$ cat src/rtl/auth_pkg.sv
// Shared definitions for the authentication initiator: message codes, result codes,
// FSM encoding, USB control request values and header field widths.
package auth_pkg;

  localparam int HDR_W   = 32;
  localparam int FIELD_W = 8;
  localparam int TMR_W   = 16;

  localparam logic [FIELD_W-1:0] AUTH_VER        = 8'h01;
  localparam logic [FIELD_W-1:0] REQ_BASE        = 8'h80;
  localparam logic [FIELD_W-1:0] REQ_GET_DIGESTS = 8'h81;
  localparam logic [FIELD_W-1:0] REQ_GET_CERT    = 8'h82;
  localparam logic [FIELD_W-1:0] REQ_CHALLENGE   = 8'h83;
  localparam logic [FIELD_W-1:0] RSP_DIGESTS     = 8'h01;
  localparam logic [FIELD_W-1:0] RSP_CERT        = 8'h02;
  localparam logic [FIELD_W-1:0] RSP_CHALLENGE   = 8'h03;
  localparam logic [FIELD_W-1:0] RSP_ERROR       = 8'h7F;

  localparam logic [7:0] AUTH_OUT = 8'd24;
  localparam logic [7:0] AUTH_IN  = 8'd25;
  localparam logic [7:0] BMRT_OUT = 8'h00;
  localparam logic [7:0] BMRT_IN  = 8'h80;

  typedef enum logic [1:0] {
    RT_INVALID   = 2'd0,
    RT_DIGESTS   = 2'd1,
    RT_CERT      = 2'd2,
    RT_CHALLENGE = 2'd3
  } req_type_e;

  typedef enum logic [1:0] {
    RES_OK      = 2'd0,
    RES_ERR_RSP = 2'd1,
    RES_TIMEOUT = 2'd2,
    RES_BAD     = 2'd3
  } result_e;

  typedef enum logic [2:0] {
    ST_IDLE     = 3'd0,
    ST_BUILD    = 3'd1,
    ST_SEND     = 3'd2,
    ST_WAIT_RSP = 3'd3,
    ST_CHECK    = 3'd4,
    ST_ACK      = 3'd5,
    ST_DONE     = 3'd6
  } state_e;

  typedef struct packed {
    state_e           state;
    logic [HDR_W-1:0] rsp_hdr;
  } dbg_t;

  function automatic logic [FIELD_W-1:0] req_code(input logic [1:0] rt);
    case (rt)
      RT_DIGESTS:   req_code = REQ_GET_DIGESTS;
      RT_CERT:      req_code = REQ_GET_CERT;
      RT_CHALLENGE: req_code = REQ_CHALLENGE;
      default:      req_code = REQ_BASE;
    endcase
  endfunction

  // Request (AUTH_OUT) and response (AUTH_IN) transfer lengths per command.
  function automatic logic [15:0] out_wlength(input logic [1:0] rt);
    case (rt)
      RT_DIGESTS:   out_wlength = 16'd4;
      RT_CERT:      out_wlength = 16'd8;
      RT_CHALLENGE: out_wlength = 16'd36;
      default:      out_wlength = 16'd0;
    endcase
  endfunction

  function automatic logic [15:0] in_wlength(input logic [1:0] rt);
    case (rt)
      RT_DIGESTS:   in_wlength = 16'd260;
      RT_CERT:      in_wlength = 16'd516;
      RT_CHALLENGE: in_wlength = 16'd168;
      default:      in_wlength = 16'd0;
    endcase
  endfunction

endpackage

$ cat src/rtl/auth_timeout_counter.sv
// Response timeout counter: load limit (also clears), clear, count enable,
// terminal-count output asserted while enabled at count == limit-1.
module auth_timeout_counter
  import auth_pkg::*;
#(
  parameter int W = TMR_W
) (
  input  logic         clk,
  input  logic         reset,
  input  logic         i_load,
  input  logic         i_clear,
  input  logic [W-1:0] i_limit,
  input  logic         i_enable,
  output logic         o_tc
);

  logic [W-1:0] r_count;
  logic [W-1:0] r_limit;

  always_ff @(posedge clk or negedge reset) begin
    if (!reset) begin
      r_count <= '0;
      r_limit <= '0;
    end else if (i_load) begin
      r_count <= '0;
      r_limit <= i_limit;
    end else if (i_clear) begin
      r_count <= '0;
    end else if (i_enable) begin
      r_count <= r_count + 1'b1;
    end
  end

  assign o_tc = i_enable && (r_count == (r_limit - 1'b1));

endmodule

$ cat src/rtl/auth_initiator.sv
// Initiator side of the Type-C authentication exchange: builds a request, waits for the
// responder, checks the response and reports a result. Optional retry: AUTH_INIT_RETRY_EN.
module auth_initiator
  import auth_pkg::*;
#(
  parameter int MSG_LEN   = 288,
  parameter int PAYLOAD_W = MSG_LEN - 32,
  parameter int DIGEST_TO = 1000,
  parameter int CERT_TO   = 4000,
  parameter int CHAL_TO   = 8000,
  parameter int MAX_RETRY = 2
) (
  input  logic                 clk,
  input  logic                 reset,
  input  logic                 start,
  input  logic [1:0]           req_type,
  input  logic [1:0]           slot,
  input  logic [7:0]           param2,
  input  logic [PAYLOAD_W-1:0] req_payload,
  output logic [MSG_LEN-1:0]   auth_msg_out,
  output logic                 init_req_out,
  input  logic                 resp_valid_in,
  input  logic [31:0]          resp_header_in,
  input  logic [PAYLOAD_W-1:0] resp_payload_in,
  output logic                 Ack_out,
  output logic [7:0]           bmRequestType,
  output logic [7:0]           bRequest,
  output logic [15:0]          wLength,
  output logic                 busy,
  output logic                 done,
  output logic [1:0]           result,
  output logic [7:0]           err_code,
  output logic [PAYLOAD_W-1:0] rsp_payload,
  output dbg_t                 dbg
);

  // Handshake: init_req_out is a one-cycle strobe per send attempt. resp_valid_in is
  // sampled only in WAIT_RSP; once taken, Ack_out stays high until resp_valid_in drops.

  localparam logic [TMR_W-1:0] DIGEST_LIM = TMR_W'(DIGEST_TO);
  localparam logic [TMR_W-1:0] CERT_LIM   = TMR_W'(CERT_TO);
  localparam logic [TMR_W-1:0] CHAL_LIM   = TMR_W'(CHAL_TO);

  state_e                 r_state;
  logic [1:0]             r_req_type;
  logic [MSG_LEN-1:0]     r_msg;
  logic [HDR_W-1:0]       r_rsp_hdr;
  logic [PAYLOAD_W-1:0]   r_rsp_payload;
  logic [1:0]             r_result;
  logic [7:0]             r_err_code;

  state_e                 w_next;
  logic                   w_tmr_load;
  logic                   w_tmr_clear;
  logic                   w_tmr_en;
  logic                   w_tc;
  logic                   w_can_retry;
  logic [TMR_W-1:0]       w_limit;

`ifdef AUTH_INIT_RETRY_EN
  localparam int RETRY_W = (MAX_RETRY < 1) ? 1 : $clog2(MAX_RETRY + 1);
  logic [RETRY_W-1:0]     r_retry_cnt;

  assign w_can_retry = (r_retry_cnt < RETRY_W'(MAX_RETRY));
`else
  // MAX_RETRY is a non-negative count, so this folds to 0: first timeout is final.
  assign w_can_retry = (MAX_RETRY < 0);
`endif

  always_comb begin
    case (r_req_type)
      RT_DIGESTS: w_limit = DIGEST_LIM;
      RT_CERT:    w_limit = CERT_LIM;
      default:    w_limit = CHAL_LIM;
    endcase
  end

  assign w_tmr_load  = (r_state == ST_SEND);
  assign w_tmr_clear = (r_state == ST_IDLE);
  assign w_tmr_en    = (r_state == ST_WAIT_RSP);

  auth_timeout_counter #(.W(TMR_W)) u_timer (
    .clk      (clk),
    .reset    (reset),
    .i_load   (w_tmr_load),
    .i_clear  (w_tmr_clear),
    .i_limit  (w_limit),
    .i_enable (w_tmr_en),
    .o_tc     (w_tc)
  );

  always_ff @(posedge clk or negedge reset) begin
    if (!reset) begin
      r_state <= ST_IDLE;
    end else begin
      r_state <= w_next;
    end
  end

  always_comb begin
    w_next = r_state;
    case (r_state)
      ST_IDLE: begin
        if (start) begin
          w_next = (req_type != RT_INVALID) ? ST_BUILD : ST_DONE;
        end
      end
      ST_BUILD: w_next = ST_SEND;
      ST_SEND:  w_next = ST_WAIT_RSP;
      ST_WAIT_RSP: begin
        // A response in the terminal-count cycle takes priority over the timeout.
        if (resp_valid_in) begin
          w_next = ST_CHECK;
        end else if (w_tc) begin
          w_next = w_can_retry ? ST_SEND : ST_DONE;
        end
      end
      ST_CHECK: w_next = ST_ACK;
      ST_ACK: begin
        if (!resp_valid_in) begin
          w_next = ST_DONE;
        end
      end
      ST_DONE: w_next = ST_IDLE;
      default: w_next = ST_IDLE;
    endcase
  end

  always_ff @(posedge clk or negedge reset) begin
    if (!reset) begin
      r_req_type    <= '0;
      r_msg         <= '0;
      r_rsp_hdr     <= '0;
      r_rsp_payload <= '0;
      r_result      <= '0;
      r_err_code    <= '0;
`ifdef AUTH_INIT_RETRY_EN
      r_retry_cnt   <= '0;
`endif
    end else begin
      case (r_state)
        ST_IDLE: begin
          if (start) begin
            r_req_type <= req_type;
            r_err_code <= '0;
`ifdef AUTH_INIT_RETRY_EN
            r_retry_cnt <= '0;
`endif
            if (req_type == RT_INVALID) begin
              r_result <= RES_BAD;
            end else begin
              r_result      <= RES_OK;
              r_rsp_payload <= '0;
            end
          end
        end
        ST_BUILD: begin
          r_msg <= {AUTH_VER, req_code(r_req_type), {6'b0, slot}, param2,
                    (r_req_type == RT_DIGESTS) ? {PAYLOAD_W{1'b0}} : req_payload};
        end
        ST_WAIT_RSP: begin
          if (resp_valid_in) begin
            r_rsp_hdr     <= resp_header_in;
            r_rsp_payload <= resp_payload_in;
          end else if (w_tc) begin
`ifdef AUTH_INIT_RETRY_EN
            if (w_can_retry) begin
              r_retry_cnt <= r_retry_cnt + 1'b1;
            end else begin
              r_result <= RES_TIMEOUT;
            end
`else
            r_result <= RES_TIMEOUT;
`endif
          end
        end
        ST_CHECK: begin
          if (r_rsp_hdr[31:24] == AUTH_VER && r_rsp_hdr[23:16] == {6'b0, r_req_type}) begin
            r_result <= RES_OK;
          end else if (r_rsp_hdr[31:24] == AUTH_VER && r_rsp_hdr[23:16] == RSP_ERROR) begin
            r_result   <= RES_ERR_RSP;
            r_err_code <= r_rsp_hdr[15:8];
          end else begin
            r_result <= RES_BAD;
          end
        end
        default: ;
      endcase
    end
  end

  always_comb begin
    init_req_out  = 1'b0;
    Ack_out       = 1'b0;
    bmRequestType = 8'h00;
    bRequest      = 8'h00;
    wLength       = 16'h0000;
    case (r_state)
      ST_SEND: begin
        init_req_out  = 1'b1;
        bmRequestType = BMRT_OUT;
        bRequest      = AUTH_OUT;
        wLength       = out_wlength(r_req_type);
      end
      ST_WAIT_RSP: begin
        bmRequestType = BMRT_IN;
        bRequest      = AUTH_IN;
        wLength       = in_wlength(r_req_type);
      end
      ST_ACK:  Ack_out = 1'b1;
      default: ;
    endcase
  end

  assign auth_msg_out  = r_msg;
  assign busy          = (r_state != ST_IDLE);
  assign done          = (r_state == ST_DONE);
  assign result        = r_result;
  assign err_code      = r_err_code;
  assign rsp_payload   = r_rsp_payload;
  assign dbg.state     = r_state;
  assign dbg.rsp_hdr   = r_rsp_hdr;

endmodule

$ cat config.mk
export PLATFORM = sky130hd
export DESIGN_NAME = auth_initiator
export DESIGN_NICKNAME = d
export VERILOG_FILES = /design/src/rtl/auth_pkg.sv /design/src/rtl/auth_timeout_counter.sv /design/src/rtl/auth_initiator.sv
export SDC_FILE = /design/constraint.sdc
export NUM_CORES = 1
export LEC_CHECK = 0
export CAP_MARGIN = 20
export CORE_AREA = 4 4 460 462
export DETAILED_ROUTE_END_ITERATION = 10
export DIE_AREA = 0 0 464 466
export PLACE_DENSITY = 0.3
export SYNTH_ARGS = -nofsm -noshare
export SYNTH_HDL_FRONTEND = slang
export SYNTH_SLANG_ARGS = --single-unit
$ cat constraint.sdc
create_clock -name clk -period 2.08 [get_ports clk]
set_input_delay 0.52 -clock clk [delete_from_list [all_inputs] [get_ports clk]]
set_output_delay 0.52 -clock clk [all_outputs]
set_load 0.01 [all_outputs]
# --- Yosys cells after proc, flatten, opt, wreduce, memory -nomap -nowiden ---
# Cells that the tools add are included.
word_totals:
  regBits: 610
  input_bits: 560
  output_inout_bits: 625
classes:
  add_sub_neg: 2
  eq_ne: 22
  mux: 34
  reduce_logical: 17
op_table:
  columns: ["operator", "n"]
  rows:
  - ["256-bit 2-to-1 mux", 4]
  - ["256-bit one-hot mux with 2 select lines", 1]
  - ["16-bit 2-to-1 mux", 3]
  - ["8-bit 2-to-1 mux", 4]
  - ["10-bit one-hot mux with 3 select lines", 1]
  - ["13-bit one-hot mux with 2 select lines", 1]
  - ["10-bit one-hot mux with 2 select lines", 1]
  - ["3-bit one-hot mux with 6 select lines", 1]
  - ["6-bit one-hot mux with 3 select lines", 1]
  - ["16-bit by 1-bit adder with 16-bit output, second input constant", 1]
  - ["16-bit == test", 1]
  - ["2-bit != test, second input constant", 8]
  - ["8-bit one-hot mux with 2 select lines", 1]
  - ["16-bit by 1-bit subtractor with 16-bit output, second input constant", 1]
  - ["3-bit 2-to-1 mux", 5]
  - ["2-bit 2-to-1 mux", 6]
  - ["2-bit one-hot mux with 3 select lines", 2]
  - ["4-bit AND reduction", 3]
  - ["5-bit one-hot mux with 2 select lines", 1]
  - ["3-bit == test, second input constant", 3]
  - ["3-bit nonzero test", 3]
  - ["8-bit by 1-bit == test with 1-bit output, second input constant", 1]
  - ["8-bit by 2-bit == test with 1-bit output", 1]
  - ["8-bit by 7-bit == test with 1-bit output, second input constant", 1]
  - ["other kinds (12)", 20]

# --- Logic depth before layout (Yosys ltp) ---
logic_depth:
  depth_word: 6
  mapped_depth: 10
  depth_no_buf: 8

# --- Modules after synthesis ---
# From an unflattened synthesis, not the netlist that was laid out.
unflattened:
  hier_cells: 2685
  hier_area_um2: 25263.0
by_module_without_submodules:
  columns: ["module", "instances", "cells_per_inst", "area_each_um2"]
  rows:
  - ["auth_initiator", 1, 2485, 23349.9]
  - ["auth_timeout_counter", 1, 200, 1913.1]

# --- Least setup slack after synthesis ---
# No wires, ideal clock.
synth_path:
  path_kind: "reg2reg"
  from: "reg u_timer.r_limit[7]"
  to: "reg r_result[1] (netlist: result[1])"
  arrival_ps: 2126
  required_ps: 1954
  path_slack_ps: -172
  stages_incl_launch_ff: 7
  synth_period_minus_slack_ps: 2252
  cell_sequence: "dfrtp_1 or4_4 nor2_4 mux2_1 o311ai_1 nor4_2 o32a_1"
synth_via:
  elab_chain_cells: 5
synth_rtl:
  columns: ["item", "line_no", "source"]
  rows:
  - ["start, declared", "auth_timeout_counter.sv:18", "logic [W-1:0] r_limit;"]
  - ["start signal, assigned", "auth_timeout_counter.sv:26", "r_limit <= i_limit;"]
  - ["16-bit by 1-bit subtractor with 16-bit output", "auth_timeout_counter.sv:34", "assign o_tc = i_enable && (r_count == (r_limit - 1'b1));"]
  - ["16-bit == test", "auth_timeout_counter.sv:34", null]
  - ["1-bit logical AND", "auth_timeout_counter.sv:34", null]
  - ["2-bit != test (no source line)", null, null]
  - ["4-bit AND reduction (no source line)", null, null]
  - ["end signal, assigned", "auth_initiator.sv:135", "r_result <= '0;"]
  - ["end signal, assigned", "auth_initiator.sv:150", "r_result <= RES_BAD;"]
  - ["end signal, assigned", "auth_initiator.sv:152", "r_result <= RES_OK;"]
  - ["end, declared", "auth_initiator.sv:49", "logic [1:0] r_result;"]
# Every way passes these cells.
# A chain may end at the register's enable or synchronous reset.

# --- Final worst setup path ---
layout_path:
  from: "reg r_req_type[0]"
  to: "out wLength[3]"
layout_via:
  elab_chain_cells: 3
  word_cells_on_any_way: 6
  classes_between: "3 x eq/ne; 3 x mux"
layout_rtl:
  columns: ["item", "line_no", "source"]
  rows:
  - ["start, declared", "auth_initiator.sv:45", "logic [1:0] r_req_type;"]
  - ["start signal, assigned", "auth_initiator.sv:144", "r_req_type <= req_type;"]
  - ["2-bit == test / 2-bit by 1-bit == test with 1-bit output (equally long branches)", "auth_pkg.sv:64, auth_pkg.sv:73", null]
  - ["10-bit one-hot mux with 3 select lines / 6-bit one-hot mux with 3 select lines (equally long branches)", "auth_pkg.sv:73, auth_pkg.sv:64", null]
  - ["10-bit one-hot mux with 2 select lines *", "auth_initiator.sv:198", "case (r_state)"]
  - ["end, declared", "auth_initiator.sv:28", "output logic [15:0] wLength,"]
# Every way passes the cells marked *; elsewhere a longest branch is shown, timed or not.

==> run summary <==
The flow ran to the end, but the final reports show violations. The checks that failed: setup timing. The number of pins with negative max-slew slack in the final report is 0. For this design the top-level I/O count stands at 1185. Derived from the worst setup path, the maximum achievable clock frequency is 0.4021 GHz. The detailed-router iteration count before antenna repair came out at 4. The clock tree from TritonCTS is done. Entering global routing, the biggest net connects 84 pins.

Once layout is complete, the utilization of the core stands at 22.66%. The total count of hold-check failures in the final report came out at 0. At the worst endpoint, the required time is 1.56 ns.

The total grt overflow is 0. The mean instance size in the synthesized netlist is 9.458 sq um. After synthesis, flip-flops and latches occupy 59.73% of the total area. The detail-routed net length per standard cell came out at 23.19 um. The dominant synthesized flop cell is sky130_fd_sc_hd__dfrtp_1. The total DRC errors in the routed layout is 0. The weighted congestion reported at the end of routability-driven placement is 0.8047. The total clock sinks is 594. The final layout net count is 4526.

The final layout contains routed wiring with a total length of 158.5 mm. The die covers 216200 sq um. The first-pass GRT wire length is 216.9 mm. The final critical-path required period is 2.487 ns.

The synthesized netlist contains 62 unique library cells. The total routing resource utilization after global routing came out at 14.20%. The worst-case IR drop observed on VDD is 658.2 uV. The depth of the CTS H-tree came out at 3. Dividing total power by cell area gives a power density of 1396 nW/um^2. The half-perimeter wire length after placement is 118.2 mm. The number of cells produced by synthesis came out at 2631. sky130_fd_sc_hd__dfrtp_1 takes more of the synthesized area than any other cell. The final worst slack is -0.4071 ns. The final worst clock skew came out at 0.03742 ns.

The number of setup violations in the final report is 229. The async set-or-reset flop fraction in the synthesized netlist came out at 100.0%. The total via count in the routed design came out at 24000. The transition time at the pin with the least slew margin is 0.6473 ns.

The clock transition time at the flip-flop clock pins of the worst setup and hold paths came out at 0.06 ns. Of all nets on the critical path, the largest fanout is 4. Leaving out fill and tap cells, the most frequent cells in the layout are 646 x sky130_fd_sc_hd__nand2_1, 580 x sky130_fd_sc_hd__dfrtp_1, 558 x sky130_fd_sc_hd__clkdlybuf4s50_1, 484 x sky130_fd_sc_hd__dlygate4sd2_1, 273 x sky130_fd_sc_hd__o21ai_0.

The count of buffers added on input and output ports is 1144. The analysis attributes to cell leakage a power of 22.10 nW. The total of flip-flops plus latches after synthesis is 594.

The via count of the first global-routing pass came out at 25310. The antenna violation net count after detailed routing came out at 0. Of the post-synthesis cell area, the dominant cell type holds 59.73%. The die boundary height came out at 466 um.

The final clock period utilization by the worst path is 119.6%. The starting density of the core is 12.02%. The design area came out at 46930 sq um. Setup repair after global routing could not meet its margin everywhere. The tree is rooted in a sky130_fd_sc_hd__clkbuf_16. Ranked by total cell area, the synthesized netlist is headed by sky130_fd_sc_hd__dfrtp_1 60%, sky130_fd_sc_hd__nand2_1 12%, sky130_fd_sc_hd__nand2b_1 6.5%. The final non-filler cell total came out at 6833. Summing every instance area after synthesis gives 24890 sq um. Leaving out fill and tap cells, the most frequent cell in the layout is sky130_fd_sc_hd__nand2_1. The worst min-delay path class is in2async. The clock latency of the later-clocked register in the worst-skew pair is 0.72 ns.

The starting DRC count in detailed routing came out at 1160. The number of buffers between clock root and the deepest sink came out at 3. The post-route setup TNS came out at -24.05 ns. The worst setup path is captured at an output pin.

The initialized floorplan defines 167 standard-cell rows. The area growth from synthesis to layout is 88.58%. The number of placed instances, taps included, is 6553. The critical path in this run is classified as reg2out. The number of cells on the worst reg-to-reg path is 14. The worst-case hold slack came out at 0.3592 ns.

The data arrival time of the critical path came out at 1.97 ns. The number of antenna violations at the first check in global routing is 42. The instance area after placement is 40830 sq um. Measured against its own limit, the worst slew margin works out to 56.84%. The worst setup path is launched from a flip-flop.

The fraction of layout cells with a size suffix above 1 is 21.78%. After detailed routing, the number of vias per cell comes to 3.512. The core region is 207100 sq um. The number of warning messages in the yosys log came out at 0. TritonCTS created 87 clock buffers. The max capacitance violation total is 0. The synthesized design contains 0 enable-type register cells.

The die is 464 um wide.
==> cells in the mapped netlist, types with 3 or more instances <==
cell and count:
sky130_fd_sc_hd__nand4_1 6, sky130_fd_sc_hd__buf_2 28, sky130_fd_sc_hd__o21ai_0 273, sky130_fd_sc_hd__xor2_1 6, sky130_fd_sc_hd__o21ai_1 8, sky130_fd_sc_hd__inv_1 18, sky130_fd_sc_hd__buf_4 44, sky130_fd_sc_hd__and2_1 5
sky130_fd_sc_hd__xnor2_1 8, sky130_fd_sc_hd__mux2_2 41, sky130_fd_sc_hd__nor3_1 8, sky130_fd_sc_hd__a31oi_1 3, sky130_fd_sc_hd__nand2b_1 260, sky130_fd_sc_hd__nand3_1 271, sky130_fd_sc_hd__mux2_1 4, sky130_fd_sc_hd__o2111ai_1 3
sky130_fd_sc_hd__buf_1 14, sky130_fd_sc_hd__nor2_1 21, sky130_fd_sc_hd__or3_1 9, sky130_fd_sc_hd__dfrtp_1 594, sky130_fd_sc_hd__nor4_1 4, sky130_fd_sc_hd__a21oi_1 11, sky130_fd_sc_hd__ha_1 9, sky130_fd_sc_hd__clkbuf_1 139
sky130_fd_sc_hd__and3_1 4, sky130_fd_sc_hd__nand2_1 796
==> power by group <==
| group | internal (mW) | switching (mW) | total (mW) |
|---|---|---|---|
| clock | 8.92 | 6.11 | 15.0 |
| combinational | 14.8 | 17.3 | 32.1 |
| sequential | 15.7 | 2.68 | 18.4 |
==> metal layers <==
metal | up-vias | GRT usage (%) | wire length, um | part of all wire [%]
met5 | - | 0 | 102 | 0.064
met4 | 16 | 4.304 | 4438 | 2.8
met3 | 187 | 6.283 | 14730 | 9.3
met2 | 853 | 22.05 | 71270 | 45
met1 | 11710 | 17.68 | 67930 | 43
li1 | 11230 | - | - | -
==> sequential cells by signal, summed over array words and instances, names as in the netlist <==
name             flops
r_req_type           2
u_timer.r_count     16
rsp_payload        256
result               2
r_state              3
r_rsp_hdr           32
u_timer.r_limit      6
err_code             8
auth_msg_out       269
==> worst max-delay path: stages (launching register included) <==
cell                      delay [ns]
sky130_fd_sc_hd__dfrtp_2        0.43
sky130_fd_sc_hd__buf_6          0.13
sky130_fd_sc_hd__buf_6          0.11
sky130_fd_sc_hd__ha_4           0.17
sky130_fd_sc_hd__and2_4         0.14
sky130_fd_sc_hd__a21o_1         0.16
sky130_fd_sc_hd__buf_6          0.12
==> layout make-up <==
type / count / area [sq um]
diodes: 19 / 47.55
clock buffers: 140 / 2636
clock inverters: 18 / 216.5
fillers: 22710 / 160100
inverters: 19 / 93.84
multi-input cells: 1827 / 10480
flip-flops and latches: 594 / 14880
well taps: 2788 / 3488
repair buffers: 1428 / 15090
==> per-stage QoR <==
step	power [mW]	worst slack, ns
floorplan	29.00	-0.05659
global placement	47.44	-1.054
detailed placement	47.30	-1.085
CTS	67.03	-0.5429
global route	70.01	-0.5402
finish	65.50	-0.4071
==> timing repair <==
item | 4_1_cts | 5_1_grt
hold buffers | 1 | 0
gates cloned | 43 | 1
setup buffers | 68 | 25
hold endpoints to repair | 8 | 0
endpoints found under the setup margin | 905 | 365
resized for setup | 1213 | 139
pin swaps | 305 | 80
==> path summary, 6_finish.rpt <==
path | slack, ns | from | endpoint
worst max-delay path | -0.41 | r_req_type[0] | wLength[3]
min in group clk | 0.36 | req_payload[127] | auth_msg_out[127]
max in group asynchronous | 0.80 | reset | auth_msg_out[24]
worst min register to register | 0.46 | rsp_payload[139] | rsp_payload[139]
worst min-delay path | 0.36 | reset | rsp_payload[56]
worst max register to register | -0.25 | r_state[1] | rsp_payload[235]
==> logic make-up after synthesis <==
| group | after synthesis | share of synthesized area, % |
|---|---|---|
| AOI/OAI and AO/OA | 316 | 6.662 |
| xor gates and xnor gates | 14 | 0.4927 |
| adders and majority gates | 9 | 0.4525 |
| buffers and inverters | 249 | 4.746 |
| DFF | 594 | 59.73 |
| muxes | 47 | 2.117 |
| other | 1 | 0.01507 |
| and+or+nand+nor | 1401 | 25.78 |
Note: power is estimated with default switching activity, not from simulation.
